### src/rtl/riscv_mem_pkg.sv
// riscv_mem_pkg: shared memory-stage definitions for the store/load path.
//   XLEN           - datapath width.
//   IO_BIT_DEFAULT - default address bit that selects IO space.
//   io_req_t       - one queued IO write: {addr, data}.
package riscv_mem_pkg;

  localparam int XLEN           = 32;
  localparam int IO_BIT_DEFAULT = 10;

  typedef struct packed {
    logic [XLEN-1:0] addr;
    logic [XLEN-1:0] data;
  } io_req_t;

endpackage

### src/rtl/sync_fifo.sv
// sync_fifo: single-clock FIFO with occupancy count and head-of-queue view.
// Ports:
//   clk, rst   - clock, synchronous active-high reset (empties the queue)
//   push, din  - write request and data; ignored while full
//   pop        - read request; ignored while empty
//   full/empty - derived from the registered count
//   count      - current occupancy, 0..DEPTH
//   head       - oldest entry (undefined contents while empty)
module sync_fifo #(
  parameter  int WIDTH = 64,
  parameter  int DEPTH = 4,
  localparam int AW    = $clog2(DEPTH),
  localparam int CW    = AW + 1
) (
  input  logic             clk,
  input  logic             rst,
  input  logic             push,
  input  logic [WIDTH-1:0] din,
  input  logic             pop,
  output logic             full,
  output logic             empty,
  output logic [CW-1:0]    count,
  output logic [WIDTH-1:0] head
);

  logic [WIDTH-1:0] mem_q [DEPTH];
  logic [AW-1:0]    wr_ptr_q, wr_ptr_d;
  logic [AW-1:0]    rd_ptr_q, rd_ptr_d;
  logic [CW-1:0]    count_q, count_d;
  logic             do_push, do_pop;

  assign full    = (count_q == CW'(DEPTH));
  assign empty   = (count_q == '0);
  assign do_push = push & ~full;
  assign do_pop  = pop & ~empty;

  // DEPTH is a power of two, so the pointers wrap naturally at AW bits.
  always_comb begin
    wr_ptr_d = wr_ptr_q;
    rd_ptr_d = rd_ptr_q;
    count_d  = count_q;
    if (do_push) wr_ptr_d = wr_ptr_q + AW'(1);
    if (do_pop)  rd_ptr_d = rd_ptr_q + AW'(1);
    if (do_push && !do_pop)      count_d = count_q + CW'(1);
    else if (!do_push && do_pop) count_d = count_q - CW'(1);
  end

  always_ff @(posedge clk) begin
    if (rst) begin
      wr_ptr_q <= '0;
      rd_ptr_q <= '0;
      count_q  <= '0;
    end else begin
      wr_ptr_q <= wr_ptr_d;
      rd_ptr_q <= rd_ptr_d;
      count_q  <= count_d;
    end
  end

  // Storage carries no reset; stale entries are never visible because
  // empty is derived from the reset count.
  always_ff @(posedge clk) begin
    if (do_push) mem_q[wr_ptr_q] <= din;
  end

  assign count = count_q;
  assign head  = mem_q[rd_ptr_q];

endmodule

### src/rtl/mmio_store_unit.sv
// mmio_store_unit: MEM-stage store router. Stores with memAddr[IO_BIT] clear
// write data memory directly; stores with it set are queued and drained to
// the IO bus over a valid/ready handshake.
// Ports:
//   clk, rst                     - clock, synchronous active-high reset
//   memWrite, memRead            - MEM-stage store / load request
//   memAddr, memWdata            - MEM-stage address and store data
//   dm_we, dm_addr, dm_wdata     - data-memory write port
//   io_valid, io_ready           - IO write handshake
//   io_addr, io_dout             - IO write head entry (0 when queue empty)
//   stall                        - freeze IF..MEM, bubble into MEM/WB
//   count                        - IO queue occupancy
// Build option: define MMIO_LOAD_FENCE_EN to hold IO loads until every
// queued IO store has drained.
module mmio_store_unit
  import riscv_mem_pkg::*;
#(
  parameter  int DEPTH  = 4,
  parameter  int IO_BIT = IO_BIT_DEFAULT,
  localparam int CW     = $clog2(DEPTH) + 1
) (
  input  logic            clk,
  input  logic            rst,
  input  logic            memWrite,
  input  logic            memRead,
  input  logic [XLEN-1:0] memAddr,
  input  logic [XLEN-1:0] memWdata,
  output logic            dm_we,
  output logic [XLEN-1:0] dm_addr,
  output logic [XLEN-1:0] dm_wdata,
  output logic            io_valid,
  input  logic            io_ready,
  output logic [XLEN-1:0] io_addr,
  output logic [XLEN-1:0] io_dout,
  output logic            stall,
  output logic [CW-1:0]   count
);

  logic    is_io;
  logic    q_full, q_empty;
  logic    q_push, q_pop;
  logic    fence_stall;
  io_req_t push_req, head_req;

  assign is_io = memAddr[IO_BIT];

  assign dm_we    = memWrite & ~is_io;
  assign dm_addr  = memAddr;
  assign dm_wdata = memWdata;

  // A blocked store is simply retried: the frozen pipeline re-presents it.
  assign q_push   = memWrite & is_io & ~q_full;
  assign q_pop    = io_valid & io_ready;
  assign push_req = '{addr: memAddr, data: memWdata};

  sync_fifo #(
    .WIDTH ($bits(io_req_t)),
    .DEPTH (DEPTH)
  ) u_io_queue (
    .clk   (clk),
    .rst   (rst),
    .push  (q_push),
    .din   (push_req),
    .pop   (q_pop),
    .full  (q_full),
    .empty (q_empty),
    .count (count),
    .head  (head_req)
  );

  assign io_valid = ~q_empty;
  assign io_addr  = q_empty ? '0 : head_req.addr;
  assign io_dout  = q_empty ? '0 : head_req.data;

`ifdef MMIO_LOAD_FENCE_EN
  // Device registers see loads in program order after earlier stores.
  assign fence_stall = memRead & is_io & ~q_empty;
`else
  logic fence_unused;
  assign fence_unused = memRead;
  assign fence_stall  = 1'b0;
`endif

  // q_full is registered, so io_ready never reaches stall combinationally.
  assign stall = (memWrite & is_io & q_full) | fence_stall;

endmodule

### config.mk
export PLATFORM = sky130hd
export DESIGN_NAME = mmio_store_unit
export DESIGN_NICKNAME = d
export VERILOG_FILES = /design/src/rtl/riscv_mem_pkg.sv /design/src/rtl/sync_fifo.sv /design/src/rtl/mmio_store_unit.sv
export SDC_FILE = /design/constraint.sdc
export NUM_CORES = 1
export LEC_CHECK = 0
export BUFFER_PORTS_ARGS = -buffer_cell sky130_fd_sc_hd__clkbuf_2
export CORE_UTILIZATION = 45
export CTS_BUF_LIST = sky130_fd_sc_hd__clkbuf_8
export CTS_CLUSTER_SIZE = 40
export DETAILED_ROUTE_END_ITERATION = 16
export PLACE_DENSITY = 0.67
export SYNTH_ARGS = -nofsm -noshare
export SYNTH_HDL_FRONTEND = slang
export SYNTH_SLANG_ARGS = --single-unit
### constraint.sdc
create_clock -name clk -period 3.9 [get_ports clk]
set_clock_uncertainty 0.15 [all_clocks]
set_input_delay 0.39 -clock clk [delete_from_list [all_inputs] [get_ports clk]]
set_output_delay 0.39 -clock clk [all_outputs]
set_load 0.005 [all_outputs]
[After elaboration in Yosys (flattened, before gate mapping)]
Memories as Yosys holds them, arrays and structs flattened. A register that Yosys moved wholly into a read port is not among the register bits.
Index checks and enable logic that the tools add are counted.
Storage, ports and cells
  flip-flop bits (word level): 7
  RAM bits: 256
  output and inout bits: 134
  word-level logic and storage cells: 33
  memories: 1
Memory list
  u_io_queue.mem_q: depth 4, width 64, rd ports 1, clocked after Yosys merged registers in 1, write ports 1, RTL line sync_fifo.sv:26  | logic [WIDTH-1:0] mem_q [DEPTH];
Cells by class
  add/subtract/negate cells: 4
  eq/ne operators: 1
  multiplexer cells: 8
  bitwise gates (word level): 10
  reduce and logical (&&, ||, !) cells: 6
Operator list (number)
  $mux 32: 2
  $and 1x1->1: 7
  $mux 3: 2
  $add 2x1->2 const B: 2
  $mux 2: 2
  $add 3x1->3 const B: 1
  $eq 3x3->1 const B: 1
  $logic_not 3->1: 1
  $not 1->1: 3
  $sub 3x1->3 const B: 1
  $logic_and 1x1->1: 2
  $logic_not 1->1: 2
  $mux 1: 2
  $reduce_bool 2->1: 1

[Longest topological paths before layout]
Gate-level depths: netlist (run 1).
  depth in word-level cells: 8
  gate-level depth with buffers: 8
  depth with buffers taken out: 8

[Modules after synthesis]
Synthesis (run 1) repeated with hierarchy kept, for this count alone.
Unflattened totals
  cell total of the unflattened synthesis: 522
  area total of the unflattened synthesis: 10752.8 µm²
By module, submodules not included
  sync_fifo: times used 1, cells an instance 382, area each 9778.1 µm²
  mmio_store_unit: times used 1, cells an instance 140, area each 974.7 µm²

[Worst setup path before layout (run 1)]
No wires, ideal clock.
  kind: register to register
  from: register u_io_queue.count_q[0], in the netlist u_io_queue.count[0]
  to: memory u_io_queue.mem_q[0][0], enable pin
  setup time: 0.429 ns
  arrival time: 2.470 ns
  required time: 3.321 ns
  setup slack: 0.852 ns
  cell stages (with the launch flop): 4
  buffers on the path: 0
  clock period less this slack: 3.048 ns
  path through: dfxtp_1 > nor2_1 > a21oi_1 > and2_1
Between the ends
  cells in the longest elaborated chain, start to end: 6
RTL lines
  from (decl): RTL line sync_fifo.sv:29  | logic [CW-1:0] count_q, count_d;
  from (signal assigned): RTL line sync_fifo.sv:56  | count_q <= count_d;
  $eq 3x3->1 *: RTL line sync_fifo.sv:32  | assign full = (count_q == CW'(DEPTH));
  $not 1->1 *: RTL line sync_fifo.sv:34, mmio_store_unit.sv:52
  $and 1x1->1: RTL line mmio_store_unit.sv:52  | assign q_push = memWrite & is_io & ~q_full;
  $and 1x1->1 *: RTL line sync_fifo.sv:34  | assign do_push = push & ~full;
  net u_io_queue.do_push: RTL line sync_fifo.sv:30  | logic do_push, do_pop;
  $mux 1 *: RTL line sync_fifo.sv:63  | if (do_push) mem_q[wr_ptr_q] <= din;
  $mux 1 (implied by the code) *: RTL line sync_fifo.sv:63
  to (decl): RTL line sync_fifo.sv:26
The timed path passes the listed nets; every way through them passes the cells marked *.

==> results.md, run 1 <==
* Final Util at 0.550
* Top cells by area, synth: edfxtp_1 72%, mux4_2 13%, buf_4 4.5%
* Leak pwr at 4.63 nW
* GR Overflow Total at 0
* Worst min-delay path class: primary input to flip-flop
* CTS tree: done
* Layout cells sized above 1 at 0.416
* Hold_buf cts at 65
* Via Count at 5386
* First-pass iteration count of the detailed router at 4
* Crit-path cells: buf_4, mux4_1, and2_1, clkbuf_2
* Min Tclk post-route at 3.11 ns
* CP Buf/Inv Count at 2
* Die footprint at 24400 um^2
* Row cnt at 56
* Synth-to-Final Area Change at 20.3%
* First-pass GRT wire length at 30000 um
* Largest net degree at the start of global routing at 66
* Final Net Count at 823
* Drt first-iter violations at 272
* Core region area at 23400 um^2
* Residual DRC count at 0
* Crit path max fanout at 27
* Boundary Pins at 203
* Commonest cells after routing, fill and taps aside: 256 x edfxtp_1, 201 x clkbuf_2, 65 x dlygate4sd3_1
* Max-slew violation count at 0
* Vias in the first global route at 5702
* I/O Buffers at 201
* GP Congestion at 0.696
* Synthesized instance count at 520
* Number of setup buffers added after CTS at 0
* Initial Utilization at 0.457
* Synthesized area at 10700 um^2
* Unrepaired setup endpoints after global routing: no
* Worst skew pair latency at 0.51 ns
* Final hold vios at 0
* VDD IR max at 0.652 mV
* Die height at 156 um
* Worst path slowest cell: dfxtp_4
* Worst path required time at 3.36 ns
* DRT Wirelength at 19500 um
* FF+latch count, synth at 265
* Worst path max stage delay at 0.72 ns
* Setup Crit Path Kind: flip-flop to output port
* Routed WL per cell at 17.8 um
* All-Layer GR Usage at 0.162
* Antenna violations before repair at 0
* Post-DRT Antenna Nets at 0
* Clk sink count at 265
* Most common cell after layout, fill and taps aside: edfxtp_1
* Fill cells at 1876
* Worst-margin pin slew at 1.20 ns
* Slew HR at 0.202
* CP startpoint kind: flip-flop
* Htree depth at 2
* Ant diodes at 0
* Half-perimeter wire length after placement at 10100 um
* Synth area leader: edfxtp_1
* Max-cap viol count at 0
* Clock Tree Buf Depth at 3
* Total CTS buffers at 44
* Max frequency at 0.322 GHz
* Post-CTS sizing at 0
* Pwr/cell area at 568 nW/um^2
* Clock-pin slew on the worst setup and hold paths at 0.06 ns
* CP arrival at 2.57 ns
* Final period util at 0.797
* Unique masters post-synth at 26
* Top cell type's share of synthesized area at 0.719
* Tot Pwr at 7.31 mW
* CP endpoint kind: output port
* Die width at 156 um
* Syn Nets at 595
* Sequential-to-total area share from yosys stat at 0.736
* CTS Root Cell: clkbuf_8
* CP delay by family, top: flip-flops
* YS warnings at 0
* Vias per cell at 4.94
* Status: finished clean
* Final setup viols at 0
* Total negative slack at 0 ns
* Synthesized area per cell at 20.6 um^2
## metrics by stage
stage          area [um^2]  instances  hold slack (ns)  setup slack [ns]
3_3_place_gp         11500        956            0.339              1.29
4_1_cts              12900       1091            0.103             0.693
6_report             12900       1091            0.143             0.790
2_1_floorplan        10700        520            0.332             0.852
3_5_place_dp         11500        956            0.368              1.14
5_1_grt              12900       1091            0.163             0.606
## cell type report
type / instances / area (um^2) / share of cell area
inverters: 3 / 11.3 / 0.000875
multi-input cells: 166 / 2150 / 0.167
clock buffers: 45 / 619 / 0.0482
clock inverters: 25 / 128 / 0.00992
repair buffers: 268 / 1680 / 0.131
flip-flops and latches: 265 / 7880 / 0.612
well taps: 319 / 399 / 0.0310
## Yosys cell counts
cell / n
edfxtp_1: 256
and2_1: 68
buf_4: 64
mux4_2: 60
dfxtp_1: 9
nor2_1: 9
clkbuf_1: 8
buf_12: 6
buf_2: 6
ha_1: 5
mux4_1: 4
xor2_1: 4
inv_1: 3
a21oi_1: 2
mux2i_1: 2
nand2_1: 2
nand2b_1: 2
or3_1: 2
buf_6: 1
clkbuf_2: 1
fa_1: 1
mux2_2: 1
nor2b_1: 1
o21ai_0: 1
o311ai_0: 1
o31ai_1: 1
## logic make-up (layout without fill, tap and decap cells)
| group | count (synthesis) | count (layout) | synth area share |
|---|---|---|---|
| DFF | 265 | 265 | 0.736 |
| buffers and inverters | 89 | 341 | 0.0644 |
| and+or+nand+nor | 84 | 84 | 0.0466 |
| muxes | 67 | 67 | 0.139 |
| adders and majority gates | 6 | 6 | 0.00772 |
| AOI/OAI and AO/OA | 5 | 5 | 0.00293 |
| xor gates and xnor gates | 4 | 4 | 0.00328 |
## where the power goes
part           switching, mW  internal [mW]
sequential             0.182           3.28
combinational          0.749          0.983
clock                  0.993           1.12
## layer usage
layer / vias to the layer above / global-route usage / wire length [um]
met2: 176 / 0.286 / 10300
li1: 2441 / - / -
met4: 0 / 0.0551 / 327
met1: 2739 / 0.198 / 7910
met3: 30 / 0.0344 / 919
met5: - / 0 / 0
## sequential cells by signal, summed over array words and instances, names as in the netlist, named ones only
| name | cells |
|---|---|
| u_io_queue.count | 3 |
| u_io_queue.rd_ptr_q | 2 |
| u_io_queue.mem_q | 256 |
| u_io_queue.wr_ptr_q | 2 |
## worst reg2reg max path: stages (launching register included)
cell     delay (ns)
dfxtp_1        0.48
nor2_1         0.12
a21oi_1        0.57
ha_1           0.31
inv_1          0.06
fa_1           0.38
xor2_1         0.18
or3_1          0.30
a21oi_1        0.14
## worst paths after layout
| path | slack (ns) | end | start | cells past startpoint |
|---|---|---|---|---|
| max | 0.79 | io_addr[31] | flip-flop | 4 |
| min | 0.14 | u_io_queue.rd_ptr_q[0]$_SDFFE_PP0P_ | io_ready | 4 |
| max reg2reg | 1.13 | u_io_queue.count[2]$_SDFFE_PP0P_ | u_io_queue.count[0]$_SDFFE_PP0P_ | 8 |
| min reg2reg | 0.39 | u_io_queue.wr_ptr_q[1]$_SDFFE_PP0P_ | u_io_queue.wr_ptr_q[1]$_SDFFE_PP0P_ | 2 |
(Power assumes the default switching activity.)
==> run 2, diff against run 1 <==
Settings changed: ABC_AREA from default to 1, PLACE_DENSITY 0.67 to 0.69.
Clock period 3.9 ns to 2.8 ns, I/O delays scaled along.
==> run 2 against run 1 <==
Worst hold slack got worse by 0.070 ns; routed wire length up 20%; critical path depth is 1 higher; cell count is 34% higher; global-route usage is 2.5 points higher; core utilization grew 0.84 points; register-to-register slack got worse by 0.38 ns; die area grew 1.9%; synthesized cell count rose by 71%; first-iteration DRC count grew 23%; highest routed layer unchanged.
==> results.md, run 2 <==
* Status: finished clean
* Most frequent cell after synthesis: nor2_1
* VDD IR max at 0.610 mV (-6.4%)
* CTS tree: done
* Antenna violations before repair at 0 (unchanged)
* Die height at 158 um (+0.93%)
* Max-cap viol count at 0 (unchanged)
* Synth area leader: edfxtp_1
* Worst min-delay path class: primary input to flip-flop
* Sequential-to-total area share from yosys stat at 0.722 (-0.0137)
* Post-synth top cells: 272 x nor2_1, 256 x edfxtp_1, 119 x o21ai_0, 68 x buf_4, 67 x a21oi_1
* Slew HR at 0.536 (+0.334)
* Largest net degree at the start of global routing at 129 (+95%)
* Core region area at 23600 um^2 (+0.90%)
* EDFF count, synth at 256 (unchanged)
* Max-slew violation count at 0 (unchanged)
* Vias per cell at 4.87 (-1.4%)
* Pwr/cell area at 813 nW/um^2 (+43%)
* Hold_buf cts at 67 (+3.1%)
* Min Tclk post-route at 2.56 ns
* Number of setup buffers added after CTS at 0 (unchanged)
* Commonest cells after routing, fill and taps aside: 268 x nor2_1, 256 x edfxtp_1, 201 x clkbuf_2
* YS warnings at 0 (unchanged)
* Fill cells at 1941 (+3.5%)
* Die width at 158 um (+0.93%)
* FF+latch count, synth at 265 (unchanged)
* Row cnt at 56 (unchanged)
* DRT Wirelength at 23400 um (+20%)
* Clk sink count at 265 (unchanged)
* Ant diodes at 0 (unchanged)
* CP arrival at 2.13 ns (-0.44 ns)
* Final setup viols at 0 (unchanged)
* Layout cells sized above 1 at 0.242 (-0.174)
* Unrepaired setup endpoints after global routing: no
* First-pass GRT wire length at 35400 um (+18%)
* Setup Crit Path Kind: flip-flop to output port
* Max frequency at 0.390 GHz
* Synth-to-Final Area Change at 21.0%
* Die footprint at 24800 um^2 (+1.9%)
* Worst-margin pin slew at 0.697 ns (-0.501 ns)
* Most common cell after layout, fill and taps aside: nor2_1
* Half-perimeter wire length after placement at 11800 um (+18%)
* Logic pwr share at 0.298 (+0.061)
* Top cells by area, synth: edfxtp_1 71%, nor2_1 9.4%, o21ai_0 5.5%
* Register area at 7870 um^2 (about the same)
* Seq pwr share at 0.435 (-0.039)
* Boundary Pins at 203 (unchanged)
* Internal power at 7.21 mW (+34%)
* Vias in the first global route at 6869 (+20%)
* Synthesized area at 10900 um^2 (+1.9%)
* NetSw at 3.50 mW (+82%)
* Worst skew pair latency at 0.53 ns (+0.02 ns)
* First-pass iteration count of the detailed router at 7 (+3)
* Final hold vios at 0 (unchanged)
* Crit path max fanout at 74 (+170%)
* Top FF cell, synth: edfxtp_1
* CTS Root Cell: clkbuf_8
* Via Count at 7089 (+32%)
* Area occupied by multi-input gates at 2210 um^2 (+3.0%)
* GP Congestion at 0.737 (+5.8%)
* Final Net Count at 1185 (+44%)
* Total negative slack at 0 ns (unchanged)
* Unique masters post-synth at 20 (-23%)
* Post-DRT Antenna Nets at 0 (unchanged)
* Top cell type's share of synthesized area at 0.706 (-0.0134)
* Worst r2r path cells at 13 (+5)
* Final period util at 0.916
* I/O Buffers at 201 (unchanged)
* Leak pwr at 5.02 nW (+8.6%)
* Most flops, register: u_io_queue.mem_q
* Post-CTS sizing at 0 (unchanged)
* Residual DRC count at 0 (unchanged)
* Routed WL per cell at 16.1 um (-10%)
* Synthesized instance count at 891 (+71%)
* All-Layer GR Usage at 0.187 (+0.0251)
* Clock Tree Buf Depth at 3 (unchanged)
* Final Util at 0.558 (+0.00835)
* Clk pwr share at 0.266 (-0.023)
* Largest register FFs at 256 (unchanged)
* Htree depth at 2 (unchanged)
* Initial Utilization at 0.461 (+0.00452)
* Sw Share at 0.327 (+0.0639)
* Total CTS buffers at 43 (-2.3%)
* Fraction of registers with async set or reset after synthesis at 0 (unchanged)
* Worst path required time at 2.37 ns (-0.99 ns)
* Drt first-iter violations at 335 (+23%)
* Clock-pin slew on the worst setup and hold paths at 0.06 ns (about the same)
* Synthesized area per cell at 12.2 um^2 (-41%)
* Tot Pwr at 10.7 mW (+47%)
* GR Overflow Total at 0 (unchanged)
* Syn Nets at 966 (+62%)
* CP endpoint kind: output port
* CP startpoint kind: flip-flop
* Worst Hold Depth at 6 (+2)
run 2: changes by cell type in the layout (fill, tap and decap cells not counted), sizes merged, moves of 3 or more:
cell / before / now
nor2: 9 / 272
o21ai: 1 / 129
and2: 68 / 0
a21oi: 2 / 67
mux4: 64 / 0
inv: 15 / 38
buf: 2 / 17
nand2: 2 / 16
nand3: 0 / 4
xor2: 4 / 1
run 2: critical path, cell delays in order, from the launching register on:
cell	delay, ns
dfxtp_4	0.35
clkinv_2	0.05
buf_4	0.53
o21ai_0	0.22
a21oi_1	0.25
clkbuf_2	0.16
run 2: cells by family after synthesis:
group,after synthesis,synth area share
adders and majority gates,6,0.00758
buffers and inverters,130,0.0775
xor gates and xnor gates,1,0.000804
DFF,265,0.722
AOI/OAI and AO/OA,196,0.0901
and+or+nand+nor,293,0.102
run 2: cell type report:
class	count	area share
Tap cell	319	0.0303
Sequential cell	265	0.598
Multi-Input combinational cell	496	0.168
Timing Repair Buffer	285	0.144
Clock inverter	28	0.00826
Clock buffer	45	0.0470
Inverter	19	0.00551
run 2: metal layers:
layer	global-route usage	vias up	routed length, um
met4	0.0606	0	319
met5	0	-	0
li1	-	3487	-
met3	0.0400	32	1470
met1	0.226	3324	9980
met2	0.334	246	11600
run 2: through the flow:
stage	instance area, um^2	setup slack, ns	hold slack [ns]	cells
finish	13200	0.236	0.0737	1457
CTS	13200	0.209	0.0455	1457
global route	13200	0.0489	0.101	1457
global placement	11800	0.769	0.334	1317
detailed placement	11800	0.756	0.339	1317
floorplan	10900	-0.199	0.199	891
run 2: final timing paths:
kind                                       startpoint                             endpoint  slack (ns)
setup / recovery                            flip-flop                          io_addr[23]        0.24
hold / removal                               memWrite  u_io_queue.wr_ptr_q[0]$_SDFFE_PP0P_        0.07
setup reg to reg     u_io_queue.count[0]$_SDFFE_PP0P_     u_io_queue.count[2]$_SDFFE_PP0P_        0.75
hold reg to reg   u_io_queue.rd_ptr_q[1]$_SDFFE_PP0P_                            flip-flop        0.35
run 2: power groups by stage:
stage / sequential (mW) / combinational, mW / clock (mW)
floorplan: 4.74 / 1.92 / 0
global placement: 4.74 / 3.09 / 0
detailed placement: 4.75 / 3.13 / 0
CTS: 4.67 / 3.22 / 2.94
global route: 4.68 / 3.59 / 3.11
finish: 4.67 / 3.20 / 2.85
==> run 3, diff against run 2 <==
Settings changed: PLACE_DENSITY 0.69 to default, PLACE_DENSITY_LB_ADDON from default to 0.2, REMOVE_ABC_BUFFERS from default to 1.
==> run 3 against run 2 <==
First-iteration DRC count grew 1.8%; cell count rose by 0.41%; power grew 1.7%; maximum frequency down 0.69%; design area increased by 0.35%.
==> results.md, run 3 (synthesis gave the netlist of run 2 again) <==
* Status: finished clean
* Leak pwr at 5.05 nW (+0.58%)
* Max-cap viol count at 0 (unchanged)
* Crit-path cells: nor2_1, nand2_1, inv_2, buf_4, a21oi_1, clkbuf_2
* Slew HR at 0.413 (-0.122)
* Max frequency at 0.387 GHz (-0.69%)
* Largest register FFs at 256 (unchanged)
* Residual DRC count at 0 (unchanged)
* Via Count at 7097 (+0.11%)
* Worst-margin pin slew at 0.880 ns (+0.184 ns)
* CTS tree: done
* Routed WL per cell at 15.9 um (-0.98%)
* Hold Worst Slack at 0.0559 ns (-0.0178 ns)
* Total CTS buffers at 43 (unchanged)
* Initial Utilization at 0.461 (unchanged)
* Clk sink count at 265 (unchanged)
* Cell Count, Final, Fillers Out at 1463 (+0.41%)
* Worst r2r path cells at 13 (unchanged)
* Min Tclk post-route at 2.58 ns (+0.0179 ns)
* Ant diodes at 0 (unchanged)
* Post-CTS sizing at 0 (unchanged)
* Vias in the first global route at 6741 (-1.9%)
* Worst path slowest cell: inv_2
* First-pass GRT wire length at 35600 um (+0.43%)
* Die footprint at 24800 um^2 (unchanged)
* Most common cell after layout, fill and taps aside: nor2_1
* Clock-pin slew on the worst setup and hold paths at 0.06 ns (about the same)
* Sw Share at 0.324 (-0.00311)
* GP Congestion at 0.741 (+0.58%)
* Unrepaired setup endpoints after global routing: no
* Largest net degree at the start of global routing at 65 (-50%)
* VDD IR max at 0.548 mV (-10%)
* Htree depth at 2 (unchanged)
* Total negative slack at 0 ns (unchanged)
* Clock Tree Buf Depth at 3 (unchanged)
* Final setup viols at 0 (unchanged)
* NetSw at 3.53 mW (+0.74%)
* Worst min-delay path class: primary input to flip-flop
* Clk pwr share at 0.269 (+0.003)
* Place WS at 0.734 ns (-0.0221 ns)
* CP startpoint kind: flip-flop
* First-pass iteration count of the detailed router at 5 (-2)
* GR Overflow Total at 0 (unchanged)
* Half-perimeter wire length after placement at 12300 um (+3.9%)
* Boundary Pins at 203 (unchanged)
* Core region area at 23600 um^2 (unchanged)
* Final Net Count at 1189 (+0.34%)
* Crit path max fanout at 22 (-70%)
* Die height at 158 um (unchanged)
* Placed cell areas at 11800 um^2 (+0.15%)
* Post-Place Cells at 1321 (+0.30%)
* Max-slew violation count at 0 (unchanged)
* Worst Hold Depth at 6 (unchanged)
* Die width at 158 um (unchanged)
* Final period util at 0.922 (+0.00638)
* DRT Wirelength at 23300 um (-0.58%)
* CP arrival at 2.15 ns (+0.02 ns)
* Most flops, register: u_io_queue.mem_q
* Seq pwr share at 0.428 (-0.007)
* Post-DRT Antenna Nets at 0 (unchanged)
* All-Layer GR Usage at 0.189 (+0.00197)
* I/O Buffers at 201 (unchanged)
* Fill cells at 1989 (+2.5%)
* Setup Crit Path Kind: flip-flop to output port
* Worst skew pair latency at 0.52 ns (about the same)
* Vias per cell at 4.85 (-0.30%)
* Worst path required time at 2.37 ns (about the same)
* Worst path max stage delay at 0.46 ns (-0.07 ns)
* CTS Root Cell: clkbuf_8
* Finished Cell Area at 13200 um^2 (+0.35%)
* Drt first-iter violations at 341 (+1.8%)
* Synth-to-Final Area Change at 21.4%
* Commonest cells after routing, fill and taps aside: 268 x nor2_1, 256 x edfxtp_1, 201 x clkbuf_2
* Row cnt at 56 (unchanged)
* Setup ws final at 0.218 ns (-0.0179 ns)
* Final hold vios at 0 (unchanged)
* CP endpoint kind: output port
* Layout cells sized above 1 at 0.243 (+0.00135)
* Internal power at 7.37 mW (+2.2%)
* Antenna violations before repair at 0 (unchanged)
* Pwr/cell area at 824 nW/um^2 (+1.3%)
* Logic pwr share at 0.302 (+0.004)
* Register area at 7870 um^2 (unchanged)
* Area occupied by multi-input gates at 2210 um^2 (unchanged)
==> run 3: cell count changes in the layout (fill, tap and decap cells not counted) <==
cell        previous run  this run
buf_4                 10        15
clkinv_1               5         7
buf_12                 7         6
clkinv_2               4         1
bufinv_16              0         1
inv_1                 36        37
inv_6                  0         1
clkinvlp_4             0         1
clkbuf_8              45        44
==> run 3: stage by stage <==
stage | power, mW | util
floorplan | 6.36 | -
global placement | 7.98 | 0.499
detailed placement | 8.03 | 0.499
CTS | 11.1 | 0.560
global route | 11.6 | 0.560
finish | 10.9 | 0.560
==> run 3: critical path, delay by kind of cell (launching register included) <==
family | cells | cell delay [ns]
buffers and inverters | 3 | 0.87
AO/OA/AOI/OAI | 1 | 0.07
AND/OR/NAND/NOR | 2 | 0.31
flip-flops | 1 | 0.36
==> run 3: power by group through the flow <==
stage               registers, mW  logic [mW]  clock network, mW
CTS                          4.67        3.37               3.04
global placement             4.74        3.24                  0
global route                 4.68        3.70               3.22
floorplan                    4.90        1.46                  0
finish                       4.67        3.29               2.94
detailed placement           4.75        3.28                  0
==> run 3: final cells by class <==
cell class              instances  share of cell area
multi-input cells             496               0.167
clock buffers                  44              0.0458
inverters                      19             0.00549
clock inverters                31              0.0115
repair buffers                289               0.144
flip-flops and latches        265               0.595
well taps                     319              0.0302
==> run 3: metal layers <==
layer / track usage / part of all wire / vias to the layer above / routed length, um
li1: - / - / 3496 / -
met2: 0.328 / 0.49 / 200 / 11500
met4: 0.0509 / 0.012 / 0 / 279
met1: 0.244 / 0.44 / 3373 / 10300
met5: 0 / 0 / - / 0
met3: 0.0361 / 0.049 / 28 / 1150
==> run 3: path summary, 6_finish.rpt <==
| path | start | to | slack (ns) |
|---|---|---|---|
| setup / recovery | u_io_queue.count[0]$_SDFFE_PP0P_ | io_addr[16] | 0.22 |
| hold / removal | memWrite | u_io_queue.wr_ptr_q[1]$_SDFFE_PP0P_ | 0.06 |
| setup reg to reg | u_io_queue.count[0]$_SDFFE_PP0P_ | u_io_queue.count[2]$_SDFFE_PP0P_ | 0.69 |
| hold reg to reg | u_io_queue.rd_ptr_q[0]$_SDFFE_PP0P_ | u_io_queue.rd_ptr_q[0]$_SDFFE_PP0P_ | 0.35 |
==> run 3: repair_timing <==
action                                 CTS  global route
buffers inserted                         0             0
endpoints found under the hold margin  265             0
hold buffers                            67             0
